`config.mk`:
```
export PLATFORM = sky130hd
export DESIGN_NAME = vco_adc_sequencer
export DESIGN_NICKNAME = d
export VERILOG_FILES = /design/src/rtl/vco_adc_sequencer.sv
export SDC_FILE = /design/constraint.sdc
export NUM_CORES = 1
export LEC_CHECK = 0
export BUFFER_PORTS_ARGS = -buffer_cell sky130_fd_sc_hd__buf_2
export CAP_MARGIN = 40
export CORE_AREA = 3 3 148 150
export DETAILED_ROUTE_END_ITERATION = 16
export DIE_AREA = 0 0 151 153
export PLACE_DENSITY = 0.76
export SLEW_MARGIN = 15
export SYNTH_ARGS = -nofsm -noshare
export SYNTH_HDL_FRONTEND = slang
export SYNTH_HIERARCHICAL = 1
export SYNTH_SLANG_ARGS = --single-unit
```
`constraint.sdc`:
```
create_clock -name wb_clk_i -period 3.9 [get_ports wb_clk_i]
set_input_delay 0.195 -clock wb_clk_i [delete_from_list [all_inputs] [get_ports wb_clk_i]]
set_output_delay 0.195 -clock wb_clk_i [all_outputs]
set_load 0.03 [all_outputs]
```
`src/rtl/vco_adc_sequencer.sv`:
```
// Purpose: VCO ADC conversion sequencer. Counts synchronized phase transitions over a window and queues samples.
// Latency: phase change reaches inc after 3 cycles; a pushed sample is visible on rd_data one cycle after its push.
// Backpressure: none upstream; a push into a full FIFO with no coincident pop is dropped and sets sticky overflow.

module vco_adc_fifo #(
  parameter int W     = 24,
  parameter int DEPTH = 4,
  parameter int LVL_W = 3
) (
  input  logic             clk,
  input  logic             rst,
  input  logic             i_push,
  input  logic [W-1:0]     i_push_dat,
  input  logic             i_pop,
  output logic [W-1:0]     o_dat,
  output logic [LVL_W-1:0] o_level,
  output logic             o_drop
);
  localparam int AW = $clog2(DEPTH);

  logic [W-1:0]     r_mem [DEPTH];
  logic [AW-1:0]    r_wr_ptr;
  logic [AW-1:0]    r_rd_ptr;
  logic [LVL_W-1:0] r_level;

  logic w_empty;
  logic w_full;
  logic w_pop_ok;
  logic w_push_ok;

  assign w_empty   = (r_level == '0);
  assign w_full    = (r_level == LVL_W'(DEPTH));
  // A pop on empty is ignored; a push on full only lands if a pop frees the head slot.
  assign w_pop_ok  = i_pop && !w_empty;
  assign w_push_ok = i_push && (!w_full || w_pop_ok);
  assign o_drop    = i_push && !w_push_ok;
  assign o_dat     = w_empty ? '0 : r_mem[r_rd_ptr];
  assign o_level   = r_level;

  // Pointer and occupancy bookkeeping.
  always_ff @(posedge clk or posedge rst) begin
    if (rst) begin
      r_wr_ptr <= '0;
      r_rd_ptr <= '0;
      r_level  <= '0;
    end else begin
      if (w_push_ok) r_wr_ptr <= r_wr_ptr + AW'(1);
      if (w_pop_ok)  r_rd_ptr <= r_rd_ptr + AW'(1);
      case ({w_push_ok, w_pop_ok})
        2'b10:   r_level <= r_level + LVL_W'(1);
        2'b01:   r_level <= r_level - LVL_W'(1);
        default: r_level <= r_level;
      endcase
    end
  end

  // Storage; contents are don't-care while the pointers say empty.
  always_ff @(posedge clk) begin
    if (w_push_ok) r_mem[r_wr_ptr] <= i_push_dat;
  end
endmodule

module vco_adc_sequencer #(
  parameter int PHASES = 11,
  parameter int WIN_W  = 16,
  parameter int ACC_W  = 24,
  parameter int DEPTH  = 4
) (
  input  logic              wb_clk_i,
  input  logic              wb_rst_i,
  input  logic [PHASES-1:0] phase_in,
  input  logic [WIN_W-1:0]  cfg_window,
  input  logic [7:0]        cfg_settle,
  input  logic [7:0]        cfg_count,
  input  logic [2:0]        cfg_irq_level,
  input  logic              start,
  input  logic              stop,
  input  logic              rd_en,
  input  logic              clr_ovf,
  output logic [ACC_W-1:0]  rd_data,
  output logic [2:0]        fifo_level,
  output logic              busy,
  output logic              overflow,
  output logic              irq
);
  localparam int INC_W = $clog2(PHASES + 1);

  localparam logic [1:0] S_IDLE   = 2'd0;
  localparam logic [1:0] S_SETTLE = 2'd1;
  localparam logic [1:0] S_ACCUM  = 2'd2;

  logic [PHASES-1:0] r_s1;
  logic [PHASES-1:0] r_s2;
  logic [PHASES-1:0] r_prev;
  logic [INC_W-1:0]  r_inc;

  logic [1:0]        r_state;
  logic [ACC_W-1:0]  r_acc;
  logic [WIN_W-1:0]  r_win_cnt;
  logic [WIN_W-1:0]  r_win_m1;
  logic [7:0]        r_settle_cnt;
  logic [7:0]        r_smp_cnt;
  logic [7:0]        r_cfg_settle;
  logic [7:0]        r_cfg_count;
  logic [2:0]        r_cfg_irq;
  logic              r_overflow;

  logic [PHASES-1:0] w_diff;
  logic [INC_W-1:0]  w_pop;
  logic [ACC_W:0]    w_sum;
  logic [ACC_W-1:0]  w_acc_sat;
  logic              w_win_last;
  logic              w_push;
  logic [7:0]        w_smp_next;
  logic              w_run_done;
  logic              w_drop;

  assign w_diff = r_s2 ^ r_prev;

  // Transition count between consecutive synchronized phase snapshots.
  always_comb begin
    w_pop = '0;
    for (int i = 0; i < PHASES; i++) begin
      w_pop = w_pop + {{(INC_W-1){1'b0}}, w_diff[i]};
    end
  end

  // Two-flop synchronizer, previous-snapshot register and registered increment.
  always_ff @(posedge wb_clk_i or posedge wb_rst_i) begin
    if (wb_rst_i) begin
      r_s1   <= '0;
      r_s2   <= '0;
      r_prev <= '0;
      r_inc  <= '0;
    end else begin
      r_s1   <= phase_in;
      r_s2   <= r_s1;
      r_prev <= r_s2;
      r_inc  <= w_pop;
    end
  end

  assign w_sum      = {1'b0, r_acc} + {{(ACC_W+1-INC_W){1'b0}}, r_inc};
  assign w_acc_sat  = w_sum[ACC_W] ? '1 : w_sum[ACC_W-1:0];
  assign w_win_last = (r_win_cnt == r_win_m1);
  // stop takes priority, so a window that would close in the stop cycle is discarded too.
  assign w_push     = (r_state == S_ACCUM) && !stop && w_win_last;
  assign w_smp_next = r_smp_cnt + 8'd1;
  assign w_run_done = (r_cfg_count != 8'd0) && (w_smp_next == r_cfg_count);

  // Run control: configuration latch, settle countdown and windowed accumulation.
  always_ff @(posedge wb_clk_i or posedge wb_rst_i) begin
    if (wb_rst_i) begin
      r_state      <= S_IDLE;
      r_acc        <= '0;
      r_win_cnt    <= '0;
      r_win_m1     <= '0;
      r_settle_cnt <= '0;
      r_smp_cnt    <= '0;
      r_cfg_settle <= '0;
      r_cfg_count  <= '0;
      r_cfg_irq    <= '0;
    end else if (stop) begin
      r_state   <= S_IDLE;
      r_acc     <= '0;
      r_win_cnt <= '0;
    end else begin
      case (r_state)
        S_IDLE: begin
          if (start) begin
            r_cfg_settle <= cfg_settle;
            r_cfg_count  <= cfg_count;
            r_cfg_irq    <= cfg_irq_level;
            // A zero window behaves as a one-cycle window.
            r_win_m1     <= (cfg_window == '0) ? '0 : cfg_window - WIN_W'(1);
            r_acc        <= '0;
            r_win_cnt    <= '0;
            r_smp_cnt    <= '0;
            r_settle_cnt <= '0;
            r_state      <= (cfg_settle == 8'd0) ? S_ACCUM : S_SETTLE;
          end
        end
        S_SETTLE: begin
          if (r_settle_cnt == r_cfg_settle - 8'd1) begin
            r_state <= S_ACCUM;
          end else begin
            r_settle_cnt <= r_settle_cnt + 8'd1;
          end
        end
        S_ACCUM: begin
          if (w_win_last) begin
            r_acc     <= '0;
            r_win_cnt <= '0;
            r_smp_cnt <= w_smp_next;
            if (w_run_done) r_state <= S_IDLE;
          end else begin
            r_acc     <= w_acc_sat;
            r_win_cnt <= r_win_cnt + WIN_W'(1);
          end
        end
        default: r_state <= S_IDLE;
      endcase
    end
  end

  vco_adc_fifo #(
    .W     (ACC_W),
    .DEPTH (DEPTH),
    .LVL_W (3)
  ) u_fifo (
    .clk        (wb_clk_i),
    .rst        (wb_rst_i),
    .i_push     (w_push),
    .i_push_dat (w_acc_sat),
    .i_pop      (rd_en),
    .o_dat      (rd_data),
    .o_level    (fifo_level),
    .o_drop     (w_drop)
  );

  // Sticky drop flag; a new drop beats a coincident clear.
  always_ff @(posedge wb_clk_i or posedge wb_rst_i) begin
    if (wb_rst_i) begin
      r_overflow <= 1'b0;
    end else if (w_drop) begin
      r_overflow <= 1'b1;
    end else if (clr_ovf) begin
      r_overflow <= 1'b0;
    end
  end

  assign overflow = r_overflow;
  assign busy     = (r_state != S_IDLE);
  assign irq      = (r_cfg_irq != 3'd0) && (fifo_level >= r_cfg_irq);
endmodule

```
* Yosys cells after proc, flatten, opt, wreduce, memory -nomap -nowiden
Memories as Yosys holds them, arrays and structs flattened.
Index checks and enable logic that the tools add are counted.
** Word-level totals
- Output and inout port bits :: 30
- Memories kept :: 1
- Register bits :: 138
- Bits of input ports :: 52
- Logic and storage cells :: 113
- RAM bits :: 96
** Memories
- u_fifo.r_mem :: depth 4, width 24, rd ports 1, clocked after Yosys merged registers in 0, wr ports 1, RTL line 21 : logic [W-1:0] r_mem [DEPTH];
** Operators by class
- Mux-type cells :: 28
- $add $sub $neg :: 20
- Magnitude comparators :: 1
- Eq/ne operators :: 15
- Bitwise gates (word level) :: 2
- Reductions and logical operators :: 29
** Operator list (count)
- two-way mux 24 bit :: 5
- two-way mux 16 bit :: 4
- case mux 24 bit (2 select lines) :: 1
- case mux 16 bit (2 select lines) :: 1
- case mux 8 bit (2 select lines) :: 2
- adder 4 x 1 -> 4 bit :: 7
- adder 24 x 4 -> 25 bit :: 1
- two-way mux 8 bit :: 3
- adder 16 x 1 -> 16 bit (second input constant) :: 1
- adder 8 x 1 -> 8 bit (second input constant) :: 2
- == test 16 bit :: 1
- == test 8 bit :: 2
- logical NOT 16 bit :: 1
- subtractor 16 x 1 -> 16 bit (second input constant) :: 1
- two-way mux 2 bit :: 6
- != test 3 bit (second input constant) :: 4
- AND reduction 4 bit :: 3
- bitwise XOR 11 bit :: 1
- nonzero test 2 bit :: 5
- logical NOT 8 bit :: 1
- nonzero test 8 bit :: 1
- subtractor 8 x 1 -> 8 bit (second input constant) :: 1
- logical AND 1 bit :: 7
- != test 2 bit (second input constant) :: 3
- other kinds (21) :: 31

* Longest topological paths before layout
Gate-level depths: netlist of run 1.
- Word-level depth :: 11
- Mapped depth :: 13
- Gate-level depth less buffers :: 12

* By module
The synthesis of run 1 kept the hierarchy.
** Modules (own cells, without submodules)
- vco_adc_sequencer :: instances 1, sequential area each 3278.1 um^2, area each 7096.8 um^2, cells an instance 739
- vco_adc_fifo :: instances 1, sequential area each 3057.9 um^2, area each 4096.4 um^2, cells an instance 192

* Least setup slack after synthesis of run 1
Ideal clock, no wire load.
- Kind :: flip-flop to flip-flop
- Start :: reg r_prev[0]
- End :: reg r_inc[2]
- Period minus slack after synthesis :: 3.254 ns
- Setup slack :: 0.646 ns
- Buffers on the path :: 0
- Library setup time :: 0.123 ns
- Cell stages (with the launch flop) :: 10
- Data arrival time :: 3.132 ns
- Required time :: 3.777 ns
- Cell sequence :: dfrtp_1 -> xor2_1 -> fa_1 -> fa_1 -> inv_1 -> fa_1 -> inv_1 -> fa_1 -> fa_1 -> xnor2_1
** Between the ends
- Cells in the longest elaborated chain, start to end :: 11
** Ends and longest elaborated chain
- start: declaration :: RTL line 94 : logic [PHASES-1:0] r_prev;
- start signal: assignment :: RTL line 138 : r_prev <= r_s2;
- bitwise XOR 11 bit :: RTL line 118 : assign w_diff = r_s2 ^ r_prev;
- adder 1 x 1 -> 2 bit :: RTL line 124 : w_pop = w_pop + {{(INC_W-1){1'b0}}, w_diff[i]};
- adder 2 x 1 -> 3 bit :: RTL line 124
- adder 3 x 1 -> 4 bit :: RTL line 124
- adder 4 x 1 -> 4 bit (7 in a row) :: RTL line 124
- named net w_pop[2] :: RTL line 109 : logic [INC_W-1:0] w_pop;
- end signal: assignment :: RTL line 139 : r_inc <= w_pop;
- end: declaration :: RTL line 95 : logic [INC_W-1:0] r_inc;
The timed path passes the listed nets, and every way through them passes these cells.
A chain may end at the register's enable or synchronous reset.

* Final worst setup path of run 1
- Start :: reg r_s2[0]
- End :: reg r_inc[2]
** Between the ends
- Cells in the longest elaborated chain, start to end :: 11
** Ends and longest elaborated chain
- start: declaration :: RTL line 93 : logic [PHASES-1:0] r_s2;
- start signal: assignment :: RTL line 137 : r_s2 <= r_s1;
- bitwise XOR 11 bit :: RTL line 118
- adder 1 x 1 -> 2 bit :: RTL line 124
- adder 2 x 1 -> 3 bit :: RTL line 124
- adder 3 x 1 -> 4 bit :: RTL line 124
- adder 4 x 1 -> 4 bit (7 in a row) :: RTL line 124
- named net w_pop[2] :: RTL line 109
The timed path passes the listed nets, and every way through them passes these cells.

==> metrics.txt, run 1 <==
status complete, no violations; Tot GR Track Use 19.5%; Peak Freq 0.301 GHz; worst skew pair latency 520 ps; yosys synthesis warning count 6; Total Power 7.26 mW; placeable core region 20,800 um^2; CP endpoint kind flip-flop; H-tree Lvls 1; Mapped Cells 931; P_leak 5.68 nW; Synth Area in Compound Gates 9.65%; worst r2r dst r_inc[2]; die height 153 um; filler cell count 1,542; pwr dens 552 nW/um^2; Area Growth Syn to Fin 17.5%; worst-margin pin slew 906 ps; drt first pass iters 5; syn nets 1,010; Syn Std Cell Area 11,200 um^2; peak supply drop 0.000412 V; Synth cell types 69; clk sink count 234; Vias 7,463; hold_sp cfg_window[13]; CTS buffer count 25; max-cap violation count 0; global-route wire length before repair 37,100 um; most frequent CP cell fa_1; crit path time final 3320 ps; n_diodes 0; R2R Setup Slk 580 ps; CP Launch Type flip-flop; Worst Path Max Fanout 2; GRT overflow 0; Iter 0 DRT Violations 554; CP peak stage delay 540 ps; Crit Path Class flip-flop to flip-flop; Req. time, crit path 4300 ps; asr flop ratio synth 59.0%; worst hold path endpoint r_win_m1[13]; row cnt 53; Cell Chain, Critical Path xor2_1 > fa_1 > fa_1 > inv_1 > fa_1 > inv_1 > fa_1 > fa_1 > xnor2_1; Min-Delay Path Depth 3; Inst Count DP 1,266; vias in the first global route 7,414; CTS tree yes; RR Startpoint r_s2[0]; root buf cell clkbuf_16; share of cells above drive strength 1 17.3%; Worst-path clk slew 60 ps; Synth Area in Simple Gates 14.5%; adder-cell share of the synthesized area 3.62%; die area 23,100 um^2; Setup violations, final 0; final design utilization 63.2%; mux contribution to synthesized area 6.03%; Ports 82; routed wire length 21,800 um; register area share after synthesis 56.6%; Seq cells post-synth 234; final worst path period share 85.1%; Worst slew margin 39.2%; combinational family with the most area after synthesis simple AND/OR/NAND/NOR gates; XOR/XNOR Fraction of Synth Area 6.34%; unrepaired setup endpoints after global routing no; Sequential Area 6340 um^2; initial antenna violation count 0; crit path DAT 3720 ps; Hold Violations, Final 0; # port buffers 81; starting density of the core 53.8%; Post-synth EDFFs 96; hold slack 18.6 ps; setup TNS 0 ps; Finished Layout Cells 1,351; RePlAce Congestion 0.832; slowest CP cell fa_1; min-delay worst type input port to flip-flop; reg2reg path depth 9; dpl hpwl 14,200 um; DRT antenna net count 0; drt wl/cell 16.2 um; Clock Path Buffers 3; die width 151 um; clock skew 14.4 ps; Final Net Count 1,137; multi-input combinational cell area 4500 um^2; routed vias/inst 5.52; maximum number of pins on one net before global-route repair 66; Yosys top cell by area dfrtp_1; Mean Syn Cell Area 12.0 um^2; Slew Viols, Final 0; Top FF cell, synth dfrtp_1; Worst setup startpoint r_s2[0]; Remaining DRCs 0; top cells by area, synth dfrtp_1 (31%), edfxtp_1 (26%), mux4_2 (4.8%); post-synth top area share 30.9%
## flip-flops by register name, indices dropped and copies added (netlist names), 4 cells and up
register	flops
r_win_cnt	16
r_cfg_settle	8
r_smp_cnt	8
r_s2	11
r_settle_cnt	8
r_acc	24
r_s1	11
r_cfg_count	8
r_prev	11
r_win_m1	16
u_fifo/r_mem	96
r_inc	4
## critical path: cells and delay by family (launching register included)
family | cells | cell delay, ps
xor+xnor | 2 | 300
buf+inv | 2 | 100
fa+ha+maj | 5 | 2410
flops | 1 | 380
## metrics by stage
stage                     setup slack (ps)  cell area [um^2]
after floorplan                        207             11200
after global routing                   436             13200
after detailed placement               569             11900
after CTS                              546             13200
final                                  580             13200
after global placement                 587             11900
## layout make-up
type,count,area share (%)
well taps,275,2.62
repair buffers,138,7.40
multi-input cells,618,34.2
inverters,41,1.19
clock inverters,13,1.23
clock buffers,32,5.18
flip-flops and latches,234,48.2
## cell usage in the layout, fill, tap and decap left out, types with 9 or more instances in the layout
master / instances
dfrtp_1: 138
nand2_1: 113
edfxtp_1: 96
buf_2: 81
xnor2_1: 51
o21ai_1: 41
dlygate4sd3_1: 40
inv_1: 38
nor2_1: 32
nor2b_1: 31
xor2_1: 30
o21ai_0: 29
nand3_1: 26
clkbuf_16: 25
a21oi_1: 24
mux4_2: 24
a22o_1: 21
a21o_1: 18
ha_1: 18
buf_4: 14
and3_1: 13
nor3_1: 10
nor4_1: 10
nand4_1: 9
and2_1: 9
fa_1: 9
## routing by layer
layer	up-vias	routed length (um)	GRT usage [%]
li1	3597	-	-
met1	3649	9660	27.6
met2	182	10700	32.4
met3	35	1080	2.58
met4	0	411	4.06
met5	-	0	0
## kinds of logic after synthesis
group | Yosys count
adder cells (fa/ha/maj) | 27
XOR/XNOR | 81
AO/OA/AOI/OAI | 167
multiplexers | 36
buffers and inverters | 79
AND/OR/NAND/NOR | 307
flip-flops | 234
## what timing repair did
| item | 4_1_cts | 5_1_grt |
|---|---|---|
| setup buffers | 0 | 0 |
| gates resized for setup | 0 | 0 |
| hold buffers | 40 | 0 |
| endpoints found under the hold margin | 112 | 0 |
## power breakdown
group / leakage, nW / total [mW] / switching [mW] / internal (mW)
registers: 2.75 / 2.98 / 0.215 / 2.76
clock network: 0.416 / 2.38 / 0.942 / 1.44
logic: 2.52 / 1.90 / 1.08 / 0.820
total: 5.68 / 7.26 / 2.23 / 5.02
## how the worst max path moves through the flow
stage	depth (start not counted)	endpoint	slack, ps
2_1_floorplan	1	overflow	210
3_3_place_gp	9	r_inc[2]	590
3_5_place_dp	9	r_inc[2]	570
4_1_cts	9	r_inc[2]	550
5_1_grt	9	r_inc[2]	440
6_report	9	r_inc[2]	580
## cells in the mapped netlist (3+ instances only)
cell type and n:
nor3_1 10, o31ai_1 7, dfrtp_1 138, nand2_1 113
xor2_1 30, nor3b_1 5, a21o_1 18, o2bb2ai_1 3
buf_6 3, o21bai_1 3, or4_1 8, buf_2 11
nor2_1 33, mux4_2 24, edfxtp_1 96, nor2b_1 31
nor3_2 3, clkbuf_1 21, mux2i_1 7, nand4_1 9
and3_1 13, or3_1 5, o21ai_1 41, ha_1 18
inv_1 39, nand2b_1 8, and4_1 3, nand3_1 26
and2_1 9, or2_1 3, o21ai_0 29, nor4_1 10
a21oi_1 24, a2111oi_0 4, xnor2_1 51, a22o_1 21
mux2_1 3, fa_1 9
(Power assumes the default switching activity.)
==> run 2, diff against run 1 <==
--- a/config.mk
+++ b/config.mk
@@ -7,10 +7,13 @@
 export LEC_CHECK = 0
 export BUFFER_PORTS_ARGS = -buffer_cell sky130_fd_sc_hd__buf_2
 export CAP_MARGIN = 40
-export CORE_AREA = 3 3 148 150
+export CELL_PAD_IN_SITES_DETAIL_PLACEMENT = 1
+export CELL_PAD_IN_SITES_GLOBAL_PLACEMENT = 2
+export CORE_AREA = 3 3 178 180
 export DETAILED_ROUTE_END_ITERATION = 16
-export DIE_AREA = 0 0 151 153
+export DIE_AREA = 0 0 181 183
 export PLACE_DENSITY = 0.76
+export REMOVE_ABC_BUFFERS = 1
 export SLEW_MARGIN = 15
 export SYNTH_ARGS = -nofsm -noshare
 export SYNTH_HDL_FRONTEND = slang
==> run 2 against run 1 <==
Cell count increased by 9.5%; via count decreased by 0.25%; worst setup slack got worse by 44 ps; die area increased by 43%; global-route usage decreased by 4.9 points; critical endpoint unchanged; largest cell class unchanged.
==> metrics.txt, run 2 (synthesis results as in run 1) <==
Worst Path Max Fanout 2; status complete, no violations; CP peak stage delay 540 ps; pwr dens 545 nW/um^2; Buf/Inv on CP 2; crit path DAT 3770 ps; sw frac 31.2%; n_diodes 0; root buf cell clkbuf_16; worst skew pair latency 530 ps; crit path time final 3360 ps; peak supply drop 0.000334 V; Regs by FF count u_fifo/r_mem (96), r_acc (24); # port buffers 81; drt first pass iters 4; most frequent CP cell fa_1; Min-Delay Path Depth 3; Ports 82; worst-margin pin slew 772 ps; Net Sw Power 2.27 mW; CP Launch Type flip-flop; max-cap violation count 0; Hold Violations, Final 0; setup TNS 0 ps; kind of cell adding the most delay to the critical path adder cells; setup bufs post-CTS 0; worst r2r dst r_inc[2]; Worst slew margin 48.6%; part of the power in registers 41.1%; max reg flops 96; CTS buffer count 25; Vias 7,444; routed vias/inst 5.03; die area 33,100 um^2; placeable core region 30,300 um^2; starting density of the core 36.9%; R2R Setup Slk 540 ps; clock skew 15.0 ps; Sequential Area 6340 um^2; final design utilization 44.0%; P_leak 5.70 nW; worst hold path endpoint r_win_m1[5]; Clock Power Share 32.5%; Logic pwr share 26.4%; filler cell count 3,257; hold_sp cfg_window[5]; Iter 0 DRT Violations 340; commonest non-fill, non-tap cell in the layout dfrtp_1; Final Net Count 1,143; slowest CP cell fa_1; cell internal pwr 5.00 mW; Crit Path Class flip-flop to flip-flop; row cnt 64; die width 181 um; GRT overflow 0; CTS tree yes; multi-input combinational cell area 4510 um^2; Worst-path clk slew 60 ps; Setup violations, final 0; vias in the first global route 7,730; unrepaired setup endpoints after global routing no; final worst path period share 86.3%; min-delay worst type input port to flip-flop; DRT antenna net count 0; share of cells above drive strength 1 17.2%; Peak Freq 0.297 GHz; reg2reg path depth 9; Req. time, crit path 4310 ps; Slew Viols, Final 0; routed wire length 24,000 um; Remaining DRCs 0; Cell Chain, Critical Path xor2_1 > fa_1 > fa_1 > inv_1 > fa_1 > inv_1 > fa_1 > fa_1 > xnor2_1; global-route wire length before repair 40,100 um; clk sink count 234; dpl hpwl 16,100 um; commonest cells after routing, fill and taps aside dfrtp_1 (138), nand2_1 (113), edfxtp_1 (96); drt wl/cell 16.3 um; die height 183 um; Tot GR Track Use 14.6%; initial antenna violation count 0; RR Startpoint r_s2[0]; maximum number of pins on one net before global-route repair 83; Crit path depth 9; Clock Path Buffers 3; CP endpoint kind flip-flop; RePlAce Congestion 0.770; largest register by flop count u_fifo/r_mem; Area Growth Syn to Fin 19.3%; H-tree Lvls 1
run 2: power groups by stage:
stage	sequential (mW)	clock [mW]	combinational [mW]
CTS	3.00	2.44	1.96
global route	3.03	2.55	2.13
detailed placement	3.05	0	1.93
global placement	3.07	0	1.81
floorplan	3.06	0	1.31
finish	2.99	2.36	1.92
run 2: worst max-delay path by stage:
stage,start,to,slack (ps)
after floorplan,wb_rst_i,overflow,210
after global placement,r_prev[0],r_inc[2],580
after detailed placement,r_prev[0],r_inc[2],500
after CTS,r_s2[0],r_inc[2],490
after global routing,r_prev[0],r_inc[2],390
final,r_s2[0],r_inc[2],540
run 2: cell type report:
class	count	share of cell area, %
clock buffer	35	5.28
timing repair buffer	144	7.76
tap	396	3.71
inverter	41	1.19
multi-input combinational	618	33.7
clock inverter	11	0.862
sequential	234	47.5
run 2: metal layers:
metal  GRT usage [%]  part of all wire (%)
met5               0                     0
met1            20.3                    47
met4            3.20                   1.5
met2            24.5                    47
met3            2.08                   3.7
run 2: what timing repair did:
item / 4_1_cts / 5_1_grt
endpoints found under the setup margin: 0 / 0
hold buffers: 42 / 0
endpoints found under the hold margin: 128 / 0
resized for setup: 0 / 0
run 2: metrics by stage:
step	instance area [um^2]	instances	hold WS [ps]	setup WS [ps]	power, mW
2_1_floorplan	11000	893	-1.60	207	4.38
3_3_place_gp	12000	1387	193	576	4.87
3_5_place_dp	12100	1390	191	495	4.97
4_1_cts	13300	1478	1.15	486	7.41
5_1_grt	13400	1479	32.2	393	7.71
6_report	13400	1479	15.7	536	7.27
run 2: worst reg2reg max path: stages, from the launching register on:
cell	delay, ps
dfrtp_1	390
xor2_1	160
fa_1	510
fa_1	540
inv_1	50
fa_1	540
inv_1	60
fa_1	450
fa_1	400
xnor2_1	140
